[config.mk]
export PLATFORM = sky130hd
export DESIGN_NAME = pipe_hazard_ctrl_flat
export DESIGN_NICKNAME = d
export VERILOG_FILES = /design/src/rtl/pipe_hazard_if.sv /design/src/rtl/pipe_hazard_ctrl.sv /design/src/flat_wrapper.sv
export SDC_FILE = /design/constraint.sdc
export NUM_CORES = 1
export LEC_CHECK = 0
export BUFFER_PORTS_ARGS = -buffer_cell sky130_fd_sc_hd__buf_4
export CAP_MARGIN = 20
export CORE_MARGIN = 2
export CORE_UTILIZATION = 42
export DETAILED_ROUTE_END_ITERATION = 10
export GPL_ROUTABILITY_DRIVEN = 0
export PLACE_DENSITY_LB_ADDON = 0.2
export SKIP_CTS_REPAIR_TIMING = 1
export SYNTH_ARGS = -nofsm -noshare
export SYNTH_HDL_FRONTEND = slang
export SYNTH_SLANG_ARGS = --single-unit
[constraint.sdc]
create_clock -name clk -period 1.4 [get_ports clk]
set_input_delay 0.21 -clock clk [delete_from_list [all_inputs] [get_ports clk]]
set_output_delay 0.21 -clock clk [all_outputs]
set_load 0.01 [all_outputs]
[src/rtl/pipe_hazard_if.sv]
// Hazard-controller bus: decode/X/WB control fields in, stall/flush/forward controls out.
// master = pipeline side driving the fields, slave = hazard controller.
interface pipe_hazard_if;
   logic [4:0] rs1_d;
   logic [4:0] rs2_d;
   logic       rs1_use_d;
   logic       rs2_use_d;
   logic [4:0] rd_x;
   logic       reg_we_x;
   logic [1:0] wb_sel_x;
   logic       pc_sel_x;
   logic [4:0] rd_w;
   logic       reg_we_w;
   logic       dmem_busy;
   logic       stall_f;
   logic       stall_x;
   logic       bubble_x;
   logic       flush_d;
   logic [1:0] fwd_a;
   logic [1:0] fwd_b;

   modport master (
      output rs1_d, rs2_d, rs1_use_d, rs2_use_d, rd_x, reg_we_x, wb_sel_x,
             pc_sel_x, rd_w, reg_we_w, dmem_busy,
      input  stall_f, stall_x, bubble_x, flush_d, fwd_a, fwd_b
   );

   modport slave (
      input  rs1_d, rs2_d, rs1_use_d, rs2_use_d, rd_x, reg_we_x, wb_sel_x,
             pc_sel_x, rd_w, reg_we_w, dmem_busy,
      output stall_f, stall_x, bubble_x, flush_d, fwd_a, fwd_b
   );
endinterface

[src/rtl/pipe_hazard_ctrl.sv]
// Hazard controller for the 3-stage core (IF/D -> X -> WB): load-use stall,
// DMEM wait freeze, redirect flush and ALU operand forwarding.
// Optional macro HAZARD_PERF_CNT_EN adds stall_cnt/flush_cnt performance counters.
module pipe_hazard_ctrl #(
   parameter int unsigned FLUSH_DEPTH = 2,
   parameter logic [1:0]  WB_MEM      = 2'd0,
   parameter int unsigned CNT_W       = 32
) (
   input  logic             clk,
   input  logic             rst_n,
   pipe_hazard_if.slave     hz
`ifdef HAZARD_PERF_CNT_EN
   ,
   output logic [CNT_W-1:0] stall_cnt,
   output logic [CNT_W-1:0] flush_cnt
`endif
);

   if (FLUSH_DEPTH < 1 || FLUSH_DEPTH > 7 || CNT_W < 1) begin : g_param_err
      $error("pipe_hazard_ctrl: FLUSH_DEPTH must be 1..7 and CNT_W >= 1");
   end

   typedef enum logic [1:0] {RUN, LD_STALL, MEM_WAIT, REDIR} state_e;

   state_e     state_q, state_d;
   logic [2:0] redir_cnt_q, redir_cnt_d;
   logic       load_use;
   logic       eval_run;
   logic       stall_f, stall_x, bubble_x, flush_d;
   logic [1:0] fwd_a, fwd_b;

   // State and redirect counter registers
   always_ff @(posedge clk or negedge rst_n) begin
      if (!rst_n) begin
         state_q     <= RUN;
         redir_cnt_q <= 3'd0;
      end else begin
         state_q     <= state_d;
         redir_cnt_q <= redir_cnt_d;
      end
   end

   // Next state and hazard controls; MEM_WAIT exit falls through to RUN evaluation
   always_comb begin
      state_d     = state_q;
      redir_cnt_d = redir_cnt_q;
      stall_f     = 1'b0;
      stall_x     = 1'b0;
      bubble_x    = 1'b0;
      flush_d     = 1'b0;
      eval_run    = 1'b0;
      load_use    = (hz.wb_sel_x == WB_MEM) && hz.reg_we_x && (hz.rd_x != 5'd0) &&
                    ((hz.rs1_use_d && (hz.rs1_d == hz.rd_x)) ||
                     (hz.rs2_use_d && (hz.rs2_d == hz.rd_x)));
      case (state_q)
         RUN:      eval_run = 1'b1;
         LD_STALL: state_d  = RUN;
         MEM_WAIT: begin
            if (hz.dmem_busy) begin
               stall_f = 1'b1;
               stall_x = 1'b1;
            end else begin
               eval_run = 1'b1;
            end
         end
         REDIR: begin
            if (hz.dmem_busy) begin
               stall_f = 1'b1;
               stall_x = 1'b1;
            end else begin
               flush_d     = 1'b1;
               bubble_x    = 1'b1;
               redir_cnt_d = redir_cnt_q - 3'd1;
               if (redir_cnt_q == 3'd1) state_d = RUN;
            end
         end
         default:  state_d = RUN;
      endcase
      if (eval_run) begin
         state_d = RUN;
         if (hz.dmem_busy) begin
            stall_f = 1'b1;
            stall_x = 1'b1;
            state_d = MEM_WAIT;
         end else if (hz.pc_sel_x) begin
            flush_d  = 1'b1;
            bubble_x = 1'b1;
            if (FLUSH_DEPTH > 1) begin
               redir_cnt_d = 3'(FLUSH_DEPTH - 1);
               state_d     = REDIR;
            end
         end else if (load_use) begin
            stall_f  = 1'b1;
            bubble_x = 1'b1;
            state_d  = LD_STALL;
         end
      end
      if (!rst_n) begin
         stall_f  = 1'b0;
         stall_x  = 1'b0;
         flush_d  = 1'b0;
         bubble_x = 1'b1;
      end
   end

   // Operand forwarding: X result beats WB result, x0 never forwards, loads in X cannot forward
   always_comb begin
      fwd_a = 2'd0;
      fwd_b = 2'd0;
      if (hz.reg_we_x && (hz.rd_x != 5'd0) && (hz.rd_x == hz.rs1_d) && (hz.wb_sel_x != WB_MEM))
         fwd_a = 2'd1;
      else if (hz.reg_we_w && (hz.rd_w != 5'd0) && (hz.rd_w == hz.rs1_d))
         fwd_a = 2'd2;
      if (hz.reg_we_x && (hz.rd_x != 5'd0) && (hz.rd_x == hz.rs2_d) && (hz.wb_sel_x != WB_MEM))
         fwd_b = 2'd1;
      else if (hz.reg_we_w && (hz.rd_w != 5'd0) && (hz.rd_w == hz.rs2_d))
         fwd_b = 2'd2;
      if (!rst_n) begin
         fwd_a = 2'd0;
         fwd_b = 2'd0;
      end
   end

   assign hz.stall_f  = stall_f;
   assign hz.stall_x  = stall_x;
   assign hz.bubble_x = bubble_x;
   assign hz.flush_d  = flush_d;
   assign hz.fwd_a    = fwd_a;
   assign hz.fwd_b    = fwd_b;

`ifdef HAZARD_PERF_CNT_EN
   logic [CNT_W-1:0] stall_cnt_q, stall_cnt_d;
   logic [CNT_W-1:0] flush_cnt_q, flush_cnt_d;

   // A redirect event is a flush raised outside REDIR (only pc_sel_x does that)
   always_comb begin
      stall_cnt_d = stall_cnt_q + CNT_W'(stall_f);
      flush_cnt_d = flush_cnt_q + CNT_W'(flush_d && (state_q != REDIR));
   end

   // Performance counter registers, wrapping modulo 2^CNT_W
   always_ff @(posedge clk or negedge rst_n) begin
      if (!rst_n) begin
         stall_cnt_q <= '0;
         flush_cnt_q <= '0;
      end else begin
         stall_cnt_q <= stall_cnt_d;
         flush_cnt_q <= flush_cnt_d;
      end
   end

   assign stall_cnt = stall_cnt_q;
   assign flush_cnt = flush_cnt_q;
`endif

endmodule

[src/flat_wrapper.sv]
// flat-port wrapper written by rule: the top's interface ports become plain ports
module pipe_hazard_ctrl_flat 
#(
   parameter int unsigned FLUSH_DEPTH = 2,
   parameter logic [1:0]  WB_MEM      = 2'd0,
   parameter int unsigned CNT_W       = 32
)
  (clk, rst_n, hz_rs1_d, hz_rs2_d, hz_rs1_use_d, hz_rs2_use_d, hz_rd_x, hz_reg_we_x, hz_wb_sel_x, hz_pc_sel_x, hz_rd_w, hz_reg_we_w, hz_dmem_busy, hz_stall_f, hz_stall_x, hz_bubble_x, hz_flush_d, hz_fwd_a, hz_fwd_b);
  pipe_hazard_if hz_i ();
  input  logic clk;
  input  logic rst_n;
  input wire logic [$bits(hz_i.rs1_d)-1:0] hz_rs1_d;
  input wire logic [$bits(hz_i.rs2_d)-1:0] hz_rs2_d;
  input wire logic [$bits(hz_i.rs1_use_d)-1:0] hz_rs1_use_d;
  input wire logic [$bits(hz_i.rs2_use_d)-1:0] hz_rs2_use_d;
  input wire logic [$bits(hz_i.rd_x)-1:0] hz_rd_x;
  input wire logic [$bits(hz_i.reg_we_x)-1:0] hz_reg_we_x;
  input wire logic [$bits(hz_i.wb_sel_x)-1:0] hz_wb_sel_x;
  input wire logic [$bits(hz_i.pc_sel_x)-1:0] hz_pc_sel_x;
  input wire logic [$bits(hz_i.rd_w)-1:0] hz_rd_w;
  input wire logic [$bits(hz_i.reg_we_w)-1:0] hz_reg_we_w;
  input wire logic [$bits(hz_i.dmem_busy)-1:0] hz_dmem_busy;
  output wire logic [$bits(hz_i.stall_f)-1:0] hz_stall_f;
  output wire logic [$bits(hz_i.stall_x)-1:0] hz_stall_x;
  output wire logic [$bits(hz_i.bubble_x)-1:0] hz_bubble_x;
  output wire logic [$bits(hz_i.flush_d)-1:0] hz_flush_d;
  output wire logic [$bits(hz_i.fwd_a)-1:0] hz_fwd_a;
  output wire logic [$bits(hz_i.fwd_b)-1:0] hz_fwd_b;
  assign hz_i.rs1_d = hz_rs1_d;
  assign hz_i.rs2_d = hz_rs2_d;
  assign hz_i.rs1_use_d = hz_rs1_use_d;
  assign hz_i.rs2_use_d = hz_rs2_use_d;
  assign hz_i.rd_x = hz_rd_x;
  assign hz_i.reg_we_x = hz_reg_we_x;
  assign hz_i.wb_sel_x = hz_wb_sel_x;
  assign hz_i.pc_sel_x = hz_pc_sel_x;
  assign hz_i.rd_w = hz_rd_w;
  assign hz_i.reg_we_w = hz_reg_we_w;
  assign hz_i.dmem_busy = hz_dmem_busy;
  assign hz_stall_f = hz_i.stall_f;
  assign hz_stall_x = hz_i.stall_x;
  assign hz_bubble_x = hz_i.bubble_x;
  assign hz_flush_d = hz_i.flush_d;
  assign hz_fwd_a = hz_i.fwd_a;
  assign hz_fwd_b = hz_i.fwd_b;
  pipe_hazard_ctrl #(.FLUSH_DEPTH(FLUSH_DEPTH), .WB_MEM(WB_MEM), .CNT_W(CNT_W)) u_core (.clk(clk), .rst_n(rst_n), .hz(hz_i));
endmodule
==> results of run 1 <==
[sequential cells by signal (all words and copies together), names as in the netlist]
name                flops
u_core.redir_cnt_q      3
u_core.state_q          2
[metrics by stage]
| step | hold slack, ns | std cells | setup slack, ns | TNS, ns |
|---|---|---|---|---|
| final | 0.225 | 151 | -0.178 | -0.730 |
| after CTS | -0.118 | 149 | -0.228 | -0.834 |
| after global placement | 0.140 | 145 | -0.198 | -0.757 |
| after detailed placement | 0.143 | 145 | -0.220 | -0.934 |
| after global routing | 0.246 | 151 | -0.217 | -1.02 |
| after floorplan | -0.0856 | 78 | 0.0236 | 0 |
[placed cells by master (no fill, tap or decap), drive strengths merged, types with 2 or more instances in the layout]
master / instances
xor2: 9
nor3: 4
nand4: 2
a21oi: 2
and3: 3
buf: 54
nand2: 5
dfrtp: 5
mux2i: 3
clkbuf: 4
xnor2: 11
o2bb2ai: 2
nor2: 8
inv: 3
ha: 2
nand3: 2
or2: 2
[metal layers]
| metal | part of all wire [%] | global-route usage (%) |
|---|---|---|
| met5 | 0 | 0 |
| met4 | 4.5 | 9.09 |
| met3 | 5.4 | 2.50 |
| met2 | 51 | 36.7 |
| met1 | 39 | 27.5 |
[cells in the mapped netlist, drive strengths merged]
master / count / area, um2
a2111oi: 1 / 8.76
a21oi: 2 / 10.0
a221oi: 1 / 15.0
a22oi: 1 / 7.51
a32oi: 1 / 16.3
and3: 3 / 20.0
and4: 1 / 8.76
clkbuf: 2 / 7.51
dfrtp: 5 / 125
ha: 2 / 25.0
inv: 3 / 11.3
mux2i: 3 / 30.0
nand2: 5 / 18.8
nand3: 2 / 10.0
nand3b: 1 / 7.51
nand4: 2 / 12.5
nor2: 8 / 30.0
nor3: 4 / 30.0
nor3b: 1 / 7.51
o211a: 1 / 10.0
o21ai: 1 / 5.00
o21bai: 1 / 7.51
o221ai: 1 / 8.76
o2bb2ai: 2 / 17.5
o311a: 1 / 10.0
or2: 2 / 12.5
or3: 1 / 6.26
xnor2: 11 / 96.3
xor2: 9 / 78.8
[worst reg2reg max path: stages, from the launching register on]
cell       delay (ns)
dfrtp_1          0.38
inv_1            0.08
ha_1             0.29
nor2_1           0.09
mux2i_1          0.08
o2bb2ai_1        0.16
[cells by family after synthesis]
kind of cell | synth area share (%)
multiplexers | 4.59
AND/OR/NAND/NOR | 25.0
AO/OA/AOI/OAI | 17.8
buffers and inverters | 2.87
XOR/XNOR | 26.8
flip-flops | 19.1
adder cells (fa/ha/maj) | 3.82
[worst paths after layout]
| path | end | slack, ns | depth (start not counted) | start |
|---|---|---|---|---|
| max | hz_stall_f | -0.18 | 7 | hz_rd_x[2] |
| max in group asynchronous | u_core.redir_cnt_q[2]$_DFF_PN0_ | 0.67 | 3 | rst_n |
| min in group asynchronous | u_core.redir_cnt_q[0]$_DFF_PN0_ | 0.52 | 3 | rst_n |
| max reg2reg | u_core.redir_cnt_q[1]$_DFF_PN0_ | 0.22 | 5 | u_core.redir_cnt_q[0]$_DFF_PN0_ |
| min | u_core.state_q[1]$_DFFE_PN0P_ | 0.23 | 3 | hz_pc_sel_x |
| min reg2reg | u_core.redir_cnt_q[2]$_DFF_PN0_ | 0.53 | 1 | u_core.redir_cnt_q[2]$_DFF_PN0_ |
[power groups by stage]
stage	sequential (mW)	combinational, mW	clock (mW)
6_report	0.280	0.649	0.181
5_1_grt	0.289	0.711	0.184
4_1_cts	0.275	0.566	0.176
3_5_place_dp	0.277	0.564	0
3_3_place_gp	0.272	0.541	0
2_1_floorplan	0.254	0.332	0
[area by class of cell]
cell class	instances	area, um2
Clock buffer	4	26.3
Fill cell	84	228
Sequential cell	5	125
Tap cell	16	20.0
Inverter	3	11.3
Multi-Input combinational cell	68	641
Timing Repair Buffer	55	438
==> reports/qor.yml, run 1 <==
status: "complete, but fails checks"
violations: "setup timing"
numCtsBuffers: 3
routed_wl_um: 2440
synthesis.area_um2: 654
finalNetCount: 168
antenna_found_initial: 0
ys_types: 31
pwr-share-comb_pct: 58.5
rsz0062_at_grt: "yes"
design.core.area_um2: 1490
die_width_um: 43.5
path_cells: "buf_4, xnor2_1, nand3_1, nor3_4, a32oi_4, o21bai_1, buf_4"
seq_power_share_pct: 25.3
power.total_mw: 1.11
grt_usage_pct: 21.6
ys_ff_latch: 5
vdd_drop_max_mv: 0.449
maxSlewHeadroom_pct: 79.6
critPathKind: "input pin to output pin"
tightest_slew_ns: 0.298
power.switching_mw: 0.460
ant_nets: 0
ys.warnings.count: 0
num_vias: 846
final_layout_size_suffix_gt1_share_pct: 57.8
io_buffers: 37
dr.first_iter.drc_count: 13
place_hpwl_um: 1600
finalSetupViolations: 7
crit_arrival_ns: 1.37
stdcell_area_um2: 1260
syn_nets: 110
min_period_ns: 1.58
firstDrtPassIters: 4
placedInstanceArea_um2: 1070
finClkSkew_ns: 0.00661
cts_root_buffer: "clkbuf_4"
die_h_um: 43.5
viasPerCell: 5.60
io_pins: 38
ys_seq_area_share_pct: 19.1
final-hold-violation-count: 0
dieArea_um2: 1890
fin_ws_ns: -0.178
slew_violations: 0
initial_utilization_pct: 43.9
clock_path_buffers: 2
syn2layout_area_growth_pct: 92.7
crit_slowest_cell: "nor3_4"
clock_latency_ns: 0.25
end_kind: "output pin"
drc_errors: 0
htreeDepth: 1
cp_slowest_stage_delay_ns: 0.24
syn_avg_cell_area_um2: 8.39
final_util_pct: 84.7
timing.fmax_mhz: 634
clock_sinks: 5
powerDensity_nw_per_um2: 880
path_buf_inv: 2
grt_pass1_wl_um: 3090
rows: 14
p_clk_share_pct: 16.3
clkTransAtPathRegs_ns: 0.06
cp-start-kind: "input pin"
overflow: 0
wl_per_cell_um: 16.1
p_leak_nw: 0.587
grt_max_degree: 12
path_common_cell: "buf_4"
tritoncts: "done"
synth_cells: 78
cp_top_family: "simple AND/OR/NAND/NOR gates"
final.period_utilization_pct: 113
n_antenna_cell: 0
p_int_mw: 0.650
cp_max_fo: 3
swShare_pct: 41.4
grt_pass1_vias: 733
cp.required_ns: 1.19
maxCapViolCount: 0
hold_path_class: "input pin to flop"
Power figures use the tool's default switching activity.
==> run 2, diff against run 1 <==
--- a/config.mk
+++ b/config.mk
@@ -9,6 +9,7 @@
 export CAP_MARGIN = 20
 export CORE_MARGIN = 2
 export CORE_UTILIZATION = 42
+export CTS_BUF_LIST = sky130_fd_sc_hd__clkbuf_4 sky130_fd_sc_hd__clkbuf_8 sky130_fd_sc_hd__clkbuf_16
 export DETAILED_ROUTE_END_ITERATION = 10
 export GPL_ROUTABILITY_DRIVEN = 0
 export PLACE_DENSITY_LB_ADDON = 0.2
==> reports/qor.yml, run 2 (synthesis results as in run 1) <==
status: "complete, but fails checks"
violations: "setup timing"
seq_area_um2: 125
critPathKind: "input pin to output pin"
p_clk_share_pct: 17.3
finClkSkew_ns: 0.00152
top_usage_layer: "met2"
use_met2_pct: 37.0
grt_pass1_vias: 740
largest_reg_flops: 3
min_period_ns: 1.58
largestRegisters: "u_core.redir_cnt_q: 3 flops, u_core.state_q: 2 flops"
final-hold-violation-count: 0
grt_usage_pct: 21.6
clkTransAtPathRegs_ns: 0.05
final_util_pct: 85.2
vdd_drop_max_mv: 0.560
maxCapViolCount: 0
final_common_cell: "buf_4"
cp_max_fo: 3
num_vias: 828
end_kind: "output pin"
stdcell_area_um2: 1270
viasPerCell: 5.48
cp-start-kind: "input pin"
hold_slack_ns: 0.230
dr.first_iter.drc_count: 10
finalNetCount: 168
clock_path_buffers: 2
gr-usage-met1_pct: 28.0
io_pins: 38
tightest_slew_ns: 0.294
slew_violations: 0
syn2layout_area_growth_pct: 93.9
power.switching_mw: 0.461
met3_usage_pct: 1.25
final_cell_mix: "buf_4, nor2_1, xnor2_1, xor2_1, buf_6"
dieArea_um2: 1890
drc_errors: 0
design.core.area_um2: 1490
regMostFlops: "u_core.redir_cnt_q"
die_width_um: 43.5
final.period_utilization_pct: 113
tritoncts: "done"
clock_sinks: 5
fin_ws_ns: -0.180
swShare_pct: 40.4
n_antenna_cell: 0
htreeDepth: 1
p_int_mw: 0.680
overflow: 0
grt_pass1_wl_um: 3120
placedInstanceArea_um2: 1070
firstDrtPassIters: 4
rows: 14
die_h_um: 43.5
powerDensity_nw_per_um2: 899
ant_nets: 0
clock_latency_ns: 0.25
place_hpwl_um: 1600
wl_per_cell_um: 16.1
antenna_found_initial: 0
hold_path_class: "input pin to flop"
cp.required_ns: 1.19
grt_max_degree: 12
numCtsBuffers: 3
maxSlewHeadroom_pct: 80.3
p_leak_nw: 0.589
crit_arrival_ns: 1.37
initial_utilization_pct: 43.9
multiInputGateArea_um2: 644
pwr-share-comb_pct: 58.4
seq_power_share_pct: 24.3
routed_wl_um: 2440
final_layout_size_suffix_gt1_share_pct: 59.3
finalSetupViolations: 7
timing.fmax_mhz: 633
cts_root_buffer: "clkbuf_4"
rsz0062_at_grt: "yes"
io_buffers: 37
final.fill_count: 79
tns_ns: -0.691
run 2: changes by cell type in the layout (fill, tap and decap cells not counted):
cell,previous run,this run
clkbuf_4,3,4
clkbuf_1,1,0
mux2i_1,3,2
mux2i_2,0,1
run 2: final cells by class:
class                           count  area share [%]
Clock buffer                        4            2.37
Inverter                            3           0.888
Multi-Input combinational cell     68            50.8
Sequential cell                     5            9.86
Tap cell                           16            1.58
Timing Repair Buffer               55            34.5
run 2: path summary, 6_finish.rpt:
kind / startpoint / end / slack [ns] / cells past startpoint
setup / recovery: hz_rd_x[2] / hz_bubble_x / -0.18 / 7
hold / removal: hz_dmem_busy / u_core.state_q[0]$_DFFE_PN0P_ / 0.23 / 2
setup reg to reg: u_core.redir_cnt_q[1]$_DFF_PN0_ / u_core.state_q[1]$_DFFE_PN0P_ / 0.21 / 5
hold reg to reg: u_core.redir_cnt_q[1]$_DFF_PN0_ / u_core.redir_cnt_q[1]$_DFF_PN0_ / 0.53 / 1
max in group asynchronous: rst_n / u_core.redir_cnt_q[0]$_DFF_PN0_ / 0.65 / 3
min in group asynchronous: rst_n / u_core.state_q[0]$_DFFE_PN0P_ / 0.53 / 3
run 2: per-layer routing:
metal / vias to the layer above / routed length (um)
met3: 8 / 71
li1: 392 / -
met1: 401 / 1050
met5: - / 0
met2: 27 / 1240
met4: 0 / 82
run 2: power by group through the flow:
| stage | logic, mW | clock network, mW | registers [mW] |
|---|---|---|---|
| floorplan | 0.332 | 0 | 0.254 |
| global placement | 0.541 | 0 | 0.272 |
| detailed placement | 0.564 | 0 | 0.277 |
| CTS | 0.566 | 0.195 | 0.275 |
| global route | 0.724 | 0.205 | 0.289 |
| finish | 0.666 | 0.197 | 0.277 |
run 2: through the flow:
step / worst slack [ns] / std cells / total power [mW]
floorplan: 0.0236 / 78 / 0.586
global placement: -0.198 / 145 / 0.813
detailed placement: -0.220 / 145 / 0.841
CTS: -0.228 / 149 / 1.04
global route: -0.228 / 151 / 1.22
finish: -0.180 / 151 / 1.14
run 2: worst max-delay path, stage by stage:
cell and delay [ns]:
buf_4 0.13, xnor2_1 0.19, nand3_1 0.17, nor3_4 0.24, a32oi_4 0.10, o221ai_2 0.17, buf_4 0.15
